**config.mk**
```make
export PLATFORM = sky130hd
export DESIGN_NAME = tt_um_hoene_frame_transmitter
export DESIGN_NICKNAME = d
export VERILOG_FILES = /design/src/rtl/tt_um_hoene_frame_transmitter_pkg.sv /design/src/rtl/tt_um_hoene_halfbit_timer.sv /design/src/rtl/tt_um_hoene_frame_transmitter.sv
export SDC_FILE = /design/constraint.sdc
export NUM_CORES = 1
export LEC_CHECK = 0
export BUFFER_PORTS_ARGS = -buffer_cell sky130_fd_sc_hd__buf_4
export CAP_MARGIN = 20
export CORE_ASPECT_RATIO = 1.4
export CORE_UTILIZATION = 55
export DETAILED_ROUTE_END_ITERATION = 6
export GPL_ROUTABILITY_DRIVEN = 0
export HOLD_SLACK_MARGIN = 0.08
export PLACE_DENSITY = 0.75
export SYNTH_ARGS = -nofsm -noshare
export SYNTH_HDL_FRONTEND = slang
export SYNTH_HIERARCHICAL = 1
export SYNTH_SLANG_ARGS = --single-unit
```
**constraint.sdc**
```tcl
create_clock -name clk -period 2.7 [get_ports clk]
set_clock_uncertainty 0.15 [all_clocks]
set_input_delay 0.54 -clock clk [delete_from_list [all_inputs] [get_ports clk]]
set_output_delay 0.54 -clock clk [all_outputs]
set_load 0.1 [all_outputs]
```
**src/rtl/tt_um_hoene_frame_transmitter_pkg.sv**
```systemverilog
`default_nettype none
// ============================================================================
// tt_um_hoene_frame_transmitter_pkg : shared state encoding and word layout
// Revision 1.0 - initial release
// ============================================================================
package tt_um_hoene_frame_transmitter_pkg;

   typedef enum logic [1:0] {
      ST_IDLE      = 2'd0,
      ST_LEAD_GAP  = 2'd1,
      ST_DATA      = 2'd2,
      ST_TRAIL_GAP = 2'd3
   } state_t;

   localparam int WORD_BITS   = 32;
   localparam int COLOUR_BITS = 10;
   localparam int PARITY_BIT  = 31;
   localparam int TEST_BIT    = 30;
   localparam int RED_LSB     = 20;
   localparam int GREEN_LSB   = 10;
   localparam int BLUE_LSB    = 0;

   // Parity makes the XOR over all 32 bits zero.
   function automatic logic [WORD_BITS-1:0] pack_word(
      input logic [COLOUR_BITS-1:0] red,
      input logic [COLOUR_BITS-1:0] green,
      input logic [COLOUR_BITS-1:0] blue,
      input logic                   test
   );
      logic [WORD_BITS-1:0] w;
      w                          = '0;
      w[TEST_BIT]                = test;
      w[RED_LSB +: COLOUR_BITS]   = red;
      w[GREEN_LSB +: COLOUR_BITS] = green;
      w[BLUE_LSB +: COLOUR_BITS]  = blue;
      w[PARITY_BIT]              = ^w[TEST_BIT:0];
      return w;
   endfunction

endpackage
`default_nettype wire

```
**src/rtl/tt_um_hoene_halfbit_timer.sv**
```systemverilog
`default_nettype none
// ============================================================================
// tt_um_hoene_halfbit_timer : one-cycle tick every HALF_PERIOD clocks
// Revision 1.0 - initial release
// ============================================================================
module tt_um_hoene_halfbit_timer
   import tt_um_hoene_frame_transmitter_pkg::*;
#(
   parameter int HALF_PERIOD = 4
) (
   input  logic clk,
   input  logic rst,
   input  logic clear,
   output logic tick
);

   localparam int CNT_W = (HALF_PERIOD > 1) ? $clog2(HALF_PERIOD) : 1;
   localparam logic [CNT_W-1:0] CNT_LAST = CNT_W'(HALF_PERIOD - 1);

   logic [CNT_W-1:0] cnt_q;
   logic [CNT_W-1:0] cnt_d;

   assign tick = (cnt_q == CNT_LAST);

   always_comb begin
      cnt_d = cnt_q + 1'b1;
      if (clear || tick) begin
         cnt_d = '0;
      end
   end

   always_ff @(posedge clk) begin
      if (rst) begin
         cnt_q <= '0;
      end else begin
         cnt_q <= cnt_d;
      end
   end

endmodule
`default_nettype wire

```
**src/rtl/tt_um_hoene_frame_transmitter.sv**
```systemverilog
`default_nettype none
// ============================================================================
// tt_um_hoene_frame_transmitter : Manchester frame transmitter for LED chain
// Revision 1.0 - initial release
// ============================================================================
module tt_um_hoene_frame_transmitter
   import tt_um_hoene_frame_transmitter_pkg::*;
#(
   parameter int HALF_PERIOD  = 4,
   parameter int GAP_HALFBITS = 8
) (
   input  logic       clk,
   input  logic       rst,
   input  logic       in_valid,
   output logic       in_ready,
   input  logic [9:0] in_red,
   input  logic [9:0] in_green,
   input  logic [9:0] in_blue,
   input  logic       in_test,
   input  logic       in_last,
   output logic       out_data,
   output logic       out_enable,
   output logic       busy,
   output logic       underrun,
   output logic       frame_done
);

   localparam int GAP_W = $clog2(GAP_HALFBITS);
   localparam logic [GAP_W-1:0] GAP_LAST = GAP_W'(GAP_HALFBITS - 1);

   state_t                state_q, state_d;
   logic [WORD_BITS-1:0] buf_word_q, buf_word_d;
   logic                 buf_last_q, buf_last_d;
   logic                 buf_full_q, buf_full_d;
   logic [WORD_BITS-1:0] shift_q, shift_d;
   logic                 last_q, last_d;
   logic                 half_q, half_d;
   logic [4:0]           bit_idx_q, bit_idx_d;
   logic [GAP_W-1:0]     gap_q, gap_d;
   logic                 out_data_q, out_data_d;
   logic                 out_enable_q, out_enable_d;

   logic tick;
   logic clear;
   logic xfer;
   logic load;
   logic underrun_w;
   logic frame_done_w;

   tt_um_hoene_halfbit_timer #(
      .HALF_PERIOD (HALF_PERIOD)
   ) u_timer (
      .clk   (clk),
      .rst   (rst),
      .clear (clear),
      .tick  (tick)
   );

   always_comb begin
      state_d      = state_q;
      buf_word_d   = buf_word_q;
      buf_last_d   = buf_last_q;
      buf_full_d   = buf_full_q;
      shift_d      = shift_q;
      last_d       = last_q;
      half_d       = half_q;
      bit_idx_d    = bit_idx_q;
      gap_d        = gap_q;
      load         = 1'b0;
      underrun_w   = 1'b0;
      frame_done_w = 1'b0;
      xfer         = in_valid && !buf_full_q;

      case (state_q)
         ST_IDLE: begin
            if (buf_full_q || xfer) begin
               state_d = ST_LEAD_GAP;
            end
         end
         ST_LEAD_GAP: begin
            if (tick) begin
               if (gap_q == GAP_LAST) begin
                  state_d = ST_DATA;
                  load    = 1'b1;
               end else begin
                  gap_d = gap_q + 1'b1;
               end
            end
         end
         ST_DATA: begin
            if (tick) begin
               if (!half_q) begin
                  half_d = 1'b1;
               end else begin
                  half_d = 1'b0;
                  if (bit_idx_q != 5'd0) begin
                     bit_idx_d = bit_idx_q - 5'd1;
                     shift_d   = shift_q << 1;
                  end else if (last_q) begin
                     state_d = ST_TRAIL_GAP;
                  end else if (buf_full_q) begin
                     load = 1'b1;
                  end else begin
                     underrun_w = 1'b1;
                     state_d    = ST_TRAIL_GAP;
                  end
               end
            end
         end
         ST_TRAIL_GAP: begin
            if (tick) begin
               if (gap_q == GAP_LAST) begin
                  state_d      = ST_IDLE;
                  frame_done_w = 1'b1;
               end else begin
                  gap_d = gap_q + 1'b1;
               end
            end
         end
         default: state_d = ST_IDLE;
      endcase

      // A load only happens with the buffer full, so it never collides with xfer.
      if (load) begin
         shift_d    = buf_word_q;
         last_d     = buf_last_q;
         bit_idx_d  = 5'd31;
         half_d     = 1'b0;
         buf_full_d = 1'b0;
      end
      if (xfer) begin
         buf_full_d = 1'b1;
         buf_word_d = pack_word(in_red, in_green, in_blue, in_test);
         buf_last_d = in_last;
      end
      if (state_d != state_q) begin
         gap_d = '0;
      end

      clear        = (state_d != state_q) || (state_q == ST_IDLE);
      out_enable_d = (state_d != ST_IDLE);
      // Bit 1 is low-then-high, bit 0 high-then-low.
      out_data_d   = (state_d == ST_DATA) ? ~(shift_d[WORD_BITS-1] ^ half_d) : 1'b0;
   end

   always_ff @(posedge clk) begin
      if (rst) begin
         state_q      <= ST_IDLE;
         buf_word_q   <= '0;
         buf_last_q   <= 1'b0;
         buf_full_q   <= 1'b0;
         shift_q      <= '0;
         last_q       <= 1'b0;
         half_q       <= 1'b0;
         bit_idx_q    <= '0;
         gap_q        <= '0;
         out_data_q   <= 1'b0;
         out_enable_q <= 1'b0;
      end else begin
         state_q      <= state_d;
         buf_word_q   <= buf_word_d;
         buf_last_q   <= buf_last_d;
         buf_full_q   <= buf_full_d;
         shift_q      <= shift_d;
         last_q       <= last_d;
         half_q       <= half_d;
         bit_idx_q    <= bit_idx_d;
         gap_q        <= gap_d;
         out_data_q   <= out_data_d;
         out_enable_q <= out_enable_d;
      end
   end

   assign in_ready   = !buf_full_q;
   assign out_data   = out_data_q;
   assign out_enable = out_enable_q;
   assign busy       = (state_q != ST_IDLE);
   assign underrun   = underrun_w;
   assign frame_done = frame_done_w;

endmodule
`default_nettype wire

```
==> results_dict.tcl, run 1 <==
set metrics [dict create \
    via_per_inst 5.39 \
    slowest_stage "dfxtp_1" \
    synth_common_cells "dfxtp_1, nand2_1, a21oi_1" \
    cts_buffer_depth 2 \
    slowest_delay_ns 0.37 \
    worst_slew_pin_slew_ns 0.624 \
    final_layout_size_suffix_gt1_frac 0.190 \
    min_period_ns 2.55 \
    r2r_slack_ns 0.34 \
    seq_area_frac_synth 0.421 \
    vias 2990 \
    path_clk_slew_ns 0.08 \
    grt_pass1_wl_um 13000 \
    drv_cap 0 \
    synthArstFlopShare 0 \
    period_share 0.945 \
    drtIter0Drc 167 \
    grt_pass1_vias 2948 \
    fp.dieH_um 102 \
    yosysWarnings 6 \
    slew_violations 0 \
    rows 35 \
    status "finished clean" \
    finalPower_uw 2890 \
    clk_latency_ns 0.34 \
    slew_headroom 0.583 \
    startpoint "state_q[0]$_SDFF_PP0_" \
    setup_tns_ns 0 \
    grt_start_max_net_pins 50 \
    critPathKind "reg2out" \
    whs_path_depth 1 \
    synth_top_area_share 0.421 \
    critical_path_buf_inv_count 2 \
    crit_path_max_fanout 8 \
    ff2ff_path_depth 8 \
    yosysMostFrequentCell "dfxtp_1" \
    antenna_cells 0 \
    ctsRootBufferMaster "clkbuf_8" \
    cts_inserted_buffers 9 \
    r2r-start "bit_idx_q[0]$_SDFFE_PP0P_" \
    detail-route-antenna-nets 0 \
    arrival_ns 1.86 \
    drc_errors 0 \
    critical_path.top_delay_family "simple AND/OR/NAND/NOR gates" \
    cts_tree "built" \
    synth_area_leaders "dfxtp_1, mux2i_1, nand2_1" \
    yosysUniqueCellTypes 47 \
    crit_chain "inv_1 > ha_2 > nand3_2 > nor4_4 > buf_6" \
    start_util 0.582 \
    synth_edf_count 0 \
    netlist_instances 429 \
    avgRoutedWirePerCell_um 13.6 \
    htreeDepth 3 \
    postLayoutCoreUtil 0.668 \
    routed_wl_um 7550 \
    end_kind "primary output" \
    synth_area_sq_um 3900 \
    grt-ovfl-total 0 \
    worst_ep_required_time_ns 2.01 \
    setup_viol 0 \
    firstDrtPassIters 4 \
    antenna_found_initial 0 \
    multi_input_comb_area_sq_um 2130 \
    ys.flop_type "dfxtp_1" \
    cp-start-kind "flop" \
    yosysTopAreaCell "dfxtp_1" \
    ir_drop_v 0.000450 \
    grt_usage 0.225 \
    rsz0062_at_grt "no" \
    synth_area_per_cell_sq_um 9.09 \
    p_leak_uw 0.00169 \
    hp-class "reg2reg" \
    area_growth_pct 14.8 \
    synth-seq-cells 82 \
    die_area_sq_um 7440 \
    nFillCells 593 \
    cts_sinks 82 \
    p_per_area_nw_per_um2 645 \
    holdCritStartpoint "u_timer/cnt_q[0]$_SDFF_PP0_" \
    coreArea_sq_um 6700 \
    io_buffers 40 \
    nNetsFinal 503 \
    regArea_sq_um 1640 \
    io_pins 41 \
    hold_violations 0 \
    die_w_um 73.2 \
    synth_fp_nets 473 \
    dp_hpwl_um 5130 \
    max_freq_mhz 392 \
    cp_num_cells 5 \
]
layout by cell type, fill, tap and decap left out, drive strengths merged, types with 4 or more instances in the layout:
master,n
dfxtp,82
nand2,77
buf,47
a21oi,42
nor2,38
mux2i,31
a211oi,31
xnor2,20
clkbuf,10
xor2,9
ha,9
inv,7
o21ai,7
nand3,5
xnor3,4
nor2b,4
power breakdown:
group / internal, uW / switching (uW)
clock: 421 / 414
sequential: 1270 / 49.8
combinational: 292 / 436
total: 1990 / 900
through the flow:
stage | hold WS, ns | instance area, sq um | setup WS [ns] | cells
floorplan | 0.258 | 3920 | 0.0144 | 429
global placement | 0.268 | 4280 | 0.399 | 540
detailed placement | 0.277 | 4280 | 0.308 | 540
CTS | 0.288 | 4480 | 0.0788 | 555
global route | 0.301 | 4480 | 0.0341 | 555
finish | 0.282 | 4480 | 0.149 | 555
path summary, 6_finish.rpt:
check / end
setup / recovery: underrun
hold / removal: u_timer/cnt_q[0]$_SDFF_PP0_
setup reg to reg: out_data$_SDFF_PP0_
hold reg to reg: u_timer/cnt_q[0]$_SDFF_PP0_
per-layer routing:
metal	share of wire	up-vias	GRT usage
li1	-	1543	-
met1	0.44	1396	0.267
met2	0.53	40	0.400
met3	0.019	11	0.0308
met4	0.014	0	0.0980
met5	0	-	0
sequential cells by signal, summed over array words and instances, names as in the netlist:
name	count
out_enable	1
buf_full_q	1
last_q	1
shift_q	32
out_data	1
bit_idx_q	5
buf_last_q	1
u_timer/cnt_q	2
half_q	1
buf_word_q	32
gap_q	3
state_q	2
worst register-to-register path, delay by kind of cell (launching register included):
family / cells / cell delay, ns
compound gates: 2 / 0.53
fa+ha+maj: 1 / 0.16
buf+inv: 2 / 0.32
flops: 1 / 0.34
simple gates: 3 / 0.79
logic make-up after synthesis:
family | synth area share
adder cells (fa/ha/maj) | 0.0289
flip-flops | 0.421
multiplexers | 0.0796
buffers and inverters | 0.0414
XOR/XNOR | 0.0882
AND/OR/NAND/NOR | 0.167
AO/OA/AOI/OAI | 0.174
what timing repair did:
item | 4_1_cts | 5_1_grt
hold buffers | 0 | 0
hold endpoints to repair | 0 | 0
setup buffers | 0 | 0
setup endpoints to repair | 1 | 1
resized for setup | 2 | 1
cell type report:
type / count / area share
multi-input cells: 312 / 0.476
flip-flops and latches: 82 / 0.367
repair buffers: 47 / 0.0852
clock buffers: 10 / 0.0285
well taps: 92 / 0.0257
clock inverters: 5 / 0.0126
inverters: 7 / 0.00587
No activity file was read; power rests on OpenSTA's default activity.
==> inputs of run 2 (changes only) <==
==> constraint.sdc (replaced) <==
create_clock -name clk -period 2.8 [get_ports clk]
set_clock_uncertainty 0.15 [all_clocks]
set_input_delay 0.56 -clock clk [delete_from_list [all_inputs] [get_ports clk]]
set_output_delay 0.56 -clock clk [all_outputs]
set_load 0.1 [all_outputs]
==> run 2 against run 1 <==
  * Total power is 4.8% lower
  * Die area did not move
  * Critical path depth stayed put
  * Clock-buffer cell count grew 1
  * Sequential cell count unchanged
  * Core utilization is 0.093 points lower
  * Setup slack got worse by 0.012 ns
  * Sequential share of layout area grew 0.051 points
  * Critical path type unchanged
==> results_dict.tcl, run 2 (synthesis gave the netlist of run 1 again) <==
set metrics [dict create \
    post_cts_buffers 0 \
    crit_path_max_fanout 8 \
    pwr-share-comb 0.255 \
    cts_sinks 82 \
    slowest_delay_ns 0.40 \
    period_share 0.951 \
    rows 35 \
    critPathKind "reg2out" \
    grt-ovfl-total 0 \
    p_leak_uw 0.00169 \
    grt_usage 0.219 \
    drc_errors 0 \
    die_area_sq_um 7440 \
    power.share.sequential 0.466 \
    io_pins 41 \
    firstDrtPassIters 4 \
    slew_violations 0 \
    vias 3002 \
    setup_viol 0 \
    postLayoutCoreUtil 0.667 \
    final_layout_size_suffix_gt1_frac 0.188 \
    arrival_ns 1.95 \
    slowest_stage "dfxtp_1" \
    status "finished clean" \
    post_cts_resized 0 \
    routed_wl_um 7560 \
    coreArea_sq_um 6700 \
    end_kind "primary output" \
    detail-route-antenna-nets 0 \
    cts_buffer_depth 2 \
    hp-class "reg2reg" \
    hold_violations 0 \
    top_regs "buf_word_q x32, shift_q x32, bit_idx_q x5" \
    grt_pass1_vias 2991 \
    final_area_sq_um 4470 \
    ctsRootBufferMaster "clkbuf_8" \
    worst_slew_pin_slew_ns 0.626 \
    cp-start-kind "flop" \
    dp_hpwl_um 5030 \
    nFillCells 592 \
    setup_tns_ns 0 \
    avgRoutedWirePerCell_um 13.6 \
    drv_cap 0 \
    die_w_um 73.2 \
    grt_start_max_net_pins 80 \
    grt_pass1_wl_um 12700 \
    p_sw_frac 0.323 \
    worst_ep_required_time_ns 2.09 \
    clkPwrFrac 0.278 \
    final_cell_mix "dfxtp_1, nand2_1, buf_4" \
    min_period_ns 2.66 \
    io_buffers 40 \
    finalPower_uw 2750 \
    cts_inserted_buffers 9 \
    crit_chain "inv_1 > ha_1 > nand3_2 > nor4_4 > buf_4" \
    ir_drop_v 0.000447 \
    holdWs_ns 0.289 \
    clk_latency_ns 0.34 \
    p_int_uw 1860 \
    power_switching_uw 889 \
    rsz0062_at_grt "no" \
    antenna_found_initial 0 \
    slew_headroom 0.582 \
    cts_hold_buf 0 \
    place_area_sq_um 4290 \
    max_freq_mhz 376 \
    nNetsFinal 502 \
    htreeDepth 3 \
    via_per_inst 5.41 \
    start_util 0.582 \
    critical_path_buf_inv_count 2 \
    fp.dieH_um 102 \
    layout_commonest_cell "dfxtp_1" \
    antenna_cells 0 \
    p_per_area_nw_per_um2 615 \
    area_growth_pct 14.7 \
    drtIter0Drc 165 \
    cts_tree "built" \
    path_clk_slew_ns 0.08 \
    critical_path.top_delay_family "buffers and inverters" \
]
-- run 2: cell types whose count changed in the layout (fill, tap and decap cells not counted), sizes merged --
cell | previous run | this run
buf | 47 | 46
inv | 7 | 8
clkinv | 3 | 2
clkinvlp | 1 | 2
clkbuf | 10 | 11
bufinv | 1 | 0
-- run 2: layer usage --
layer  track usage  vias up  part of all wire
met5             0        -                 0
met4         0.101        0             0.017
met2         0.394       46              0.52
li1              -     1538                 -
met3        0.0299       11             0.020
met1         0.253     1407              0.44
-- run 2: metrics by stage --
step                instances  setup WS [ns]
floorplan                 429         0.0944
global placement          539          0.507
detailed placement        539          0.400
CTS                       555         0.0321
global route              555         0.0114
finish                    555          0.137
-- run 2: final timing paths --
check                              startpoint                     endpoint  slack, ns  cells past startpoint
setup / recovery        state_q[0]$_SDFF_PP0_                     underrun       0.14                      5
hold / removal    u_timer/cnt_q[0]$_SDFF_PP0_  u_timer/cnt_q[0]$_SDFF_PP0_       0.29                      1
setup reg to reg    bit_idx_q[0]$_SDFFE_PP0P_  u_timer/cnt_q[1]$_SDFF_PP0_       0.35                      8
hold reg to reg   u_timer/cnt_q[0]$_SDFF_PP0_  u_timer/cnt_q[0]$_SDFF_PP0_       0.29                      1
-- run 2: worst register-to-register path, delay by kind of cell (launching register included) --
kind	cells	cell delay [ns]
compound gates	2	0.52
flops	1	0.34
buf+inv	1	0.09
simple gates	4	1.07
fa+ha+maj	1	0.16
-- run 2: area by class of cell --
type / count / area, sq um / area share
Inverter: 7 / 26.3 / 0.00588
Timing Repair Buffer: 46 / 383 / 0.0856
Clock buffer: 11 / 141 / 0.0316
Sequential cell: 82 / 1640 / 0.367
Clock inverter: 5 / 37.5 / 0.00839
Multi-Input combinational cell: 312 / 2130 / 0.476
Tap cell: 92 / 115 / 0.0257
-- run 2: power by group through the flow --
| stage | clock network, uW | registers [uW] | logic, uW |
|---|---|---|---|
| floorplan | 0 | 1370 | 460 |
| global placement | 0 | 1300 | 678 |
| detailed placement | 0 | 1310 | 699 |
| CTS | 783 | 1280 | 701 |
| global route | 846 | 1290 | 757 |
| finish | 765 | 1280 | 701 |
==> inputs of run 3 (changes only) <==
==> constraint.sdc (replaced) <==
create_clock -name clk -period 2.8 [get_ports clk]
set_clock_uncertainty 0.15 [all_clocks]
set_input_delay 0.28 -clock clk [delete_from_list [all_inputs] [get_ports clk]]
set_output_delay 0.28 -clock clk [all_outputs]
set_load 0.1 [all_outputs]
==> run 3 against run 2 <==
  * Clock-buffer cell count unchanged
  * Critical path depth up 2
  * Sequential power about the same
  * Clock power up 25%
  * Via count up 7.5%
  * Final cell count up 6.1%
  * Setup slack better by 0.19 ns
  * Non-clock buffer count up 34
  * Sequential cell count unchanged
  * First-iteration DRC count down 28%
  * Routed wire length up 8.8%
  * Global-route usage up 1.9 points
  * Largest cell class unchanged
  * Highest routed layer unchanged
==> results_dict.tcl, run 3 (synthesis gave the netlist of run 1 again) <==
set metrics [dict create \
    worst_ep_required_time_ns 2.90 \
    cp-start-kind "flop" \
    grt-ovfl-total 0 \
    htreeDepth 3 \
    ctsRootBufferMaster "clkbuf_8" \
    status "finished clean" \
    grt_usage 0.238 \
    cts_tree "built" \
    dp_slack_ns 0.357 \
    final_layout_size_suffix_gt1_frac 0.177 \
    cts_inserted_buffers 9 \
    worst_slew_pin_slew_ns 0.659 \
    p_per_area_nw_per_um2 616 \
    grt_pass1_vias 3152 \
    top_regs "buf_word_q x32, shift_q x32, bit_idx_q x5" \
    io_pins 41 \
    max_freq_mhz 404 \
    layout_commonest_cell "dfxtp_1" \
    placedCellCount 541 \
    finalPower_uw 2970 \
    min_period_ns 2.48 \
    path_clk_slew_ns 0.09 \
    routed_wl_um 8230 \
    nNetsFinal 536 \
    fin_cells 589 \
    end_kind "flop" \
    post_cts_buffers 0 \
    rsz0062_at_grt "no" \
    layout_setup_ws_ns 0.323 \
    io_buffers 40 \
    avgRoutedWirePerCell_um 14.0 \
    die_w_um 73.2 \
    detail-route-antenna-nets 0 \
    rows 35 \
    p_leak_uw 0.00185 \
    post_cts_resized 0 \
    drc_errors 0 \
    final_cell_mix "dfxtp_1, nand2_1, buf_4" \
    setup_viol 0 \
    period_share 0.885 \
    cts_sinks 82 \
    slew_violations 0 \
    hp-class "in2reg" \
    ir_drop_v 0.000372 \
    slew_headroom 0.560 \
    dp_hpwl_um 5010 \
    die_area_sq_um 7440 \
    fp.dieH_um 102 \
    start_util 0.582 \
    crit_path_max_fanout 53 \
    antenna_cells 0 \
    via_per_inst 5.48 \
    area_growth_pct 23.7 \
    antenna_found_initial 0 \
    holdWs_ns 0.210 \
    drv_cap 0 \
    grt_start_max_net_pins 54 \
    cts_buffer_depth 2 \
    grt_pass1_wl_um 13600 \
    firstDrtPassIters 4 \
    critPathKind "reg2reg" \
    coreArea_sq_um 6700 \
    vias 3227 \
    hold_violations 0 \
    setup_tns_ns 0 \
    arrival_ns 2.58 \
    drtIter0Drc 118 \
    clk_latency_ns 0.35 \
]
run 3: worst max-delay path, stage by stage, from the launching register on:
cell	delay, ns
dfxtp_1	0.34
inv_1	0.08
ha_1	0.16
or4b_4	0.50
o31ai_2	0.28
nand2_2	0.30
buf_12	0.29
a311oi_1	0.26
run 3: layout make-up:
type | instances | area, sq um
inverter | 7 | 26.3
multi-input combinational | 312 | 2120
clock inverter | 5 | 85.1
timing repair buffer | 80 | 693
fill | 509 | 1880
tap | 92 | 115
sequential | 82 | 1640
clock buffer | 11 | 141
run 3: path summary, 6_finish.rpt:
| kind | end | slack (ns) | start | cells past startpoint |
|---|---|---|---|---|
| setup / recovery | shift_q[31]$_SDFF_PP0_ | 0.32 | bit_idx_q[0]$_SDFFE_PP0P_ | 7 |
| hold reg to reg | u_timer/cnt_q[0]$_SDFF_PP0_ | 0.28 | u_timer/cnt_q[0]$_SDFF_PP0_ | 1 |
| setup reg to reg | shift_q[31]$_SDFF_PP0_ | 0.32 | bit_idx_q[0]$_SDFFE_PP0P_ | 7 |
| hold / removal | buf_full_q$_SDFFE_PP0P_ | 0.21 | in_valid | 3 |
run 3: per-layer routing:
layer / vias up / part of all wire / track usage
li1: 1607 / - / -
met1: 1547 / 0.44 / 0.265
met2: 59 / 0.51 / 0.437
met3: 14 / 0.026 / 0.0468
met4: 0 / 0.017 / 0.0920
met5: - / 0 / 0
run 3: metrics by stage:
| stage | util | instance area (sq um) |
|---|---|---|
| detailed placement | 0.638 | 4280 |
| CTS | 0.720 | 4820 |
| finish | 0.720 | 4820 |
| global placement | 0.638 | 4280 |
| floorplan | - | 3920 |
| global route | 0.720 | 4820 |
run 3: report_power, final:
group	internal, uW	leakage (uW)	switching [uW]	total, uW
registers	1230	0.000667	50.6	1280
clock network	533	0.000111	425	959
logic	309	0.00107	423	732
run 3: repair_timing:
item	in CTS	in global routing
hold endpoints to repair	32	0
setup endpoints to repair	0	0
hold buffers	32	0
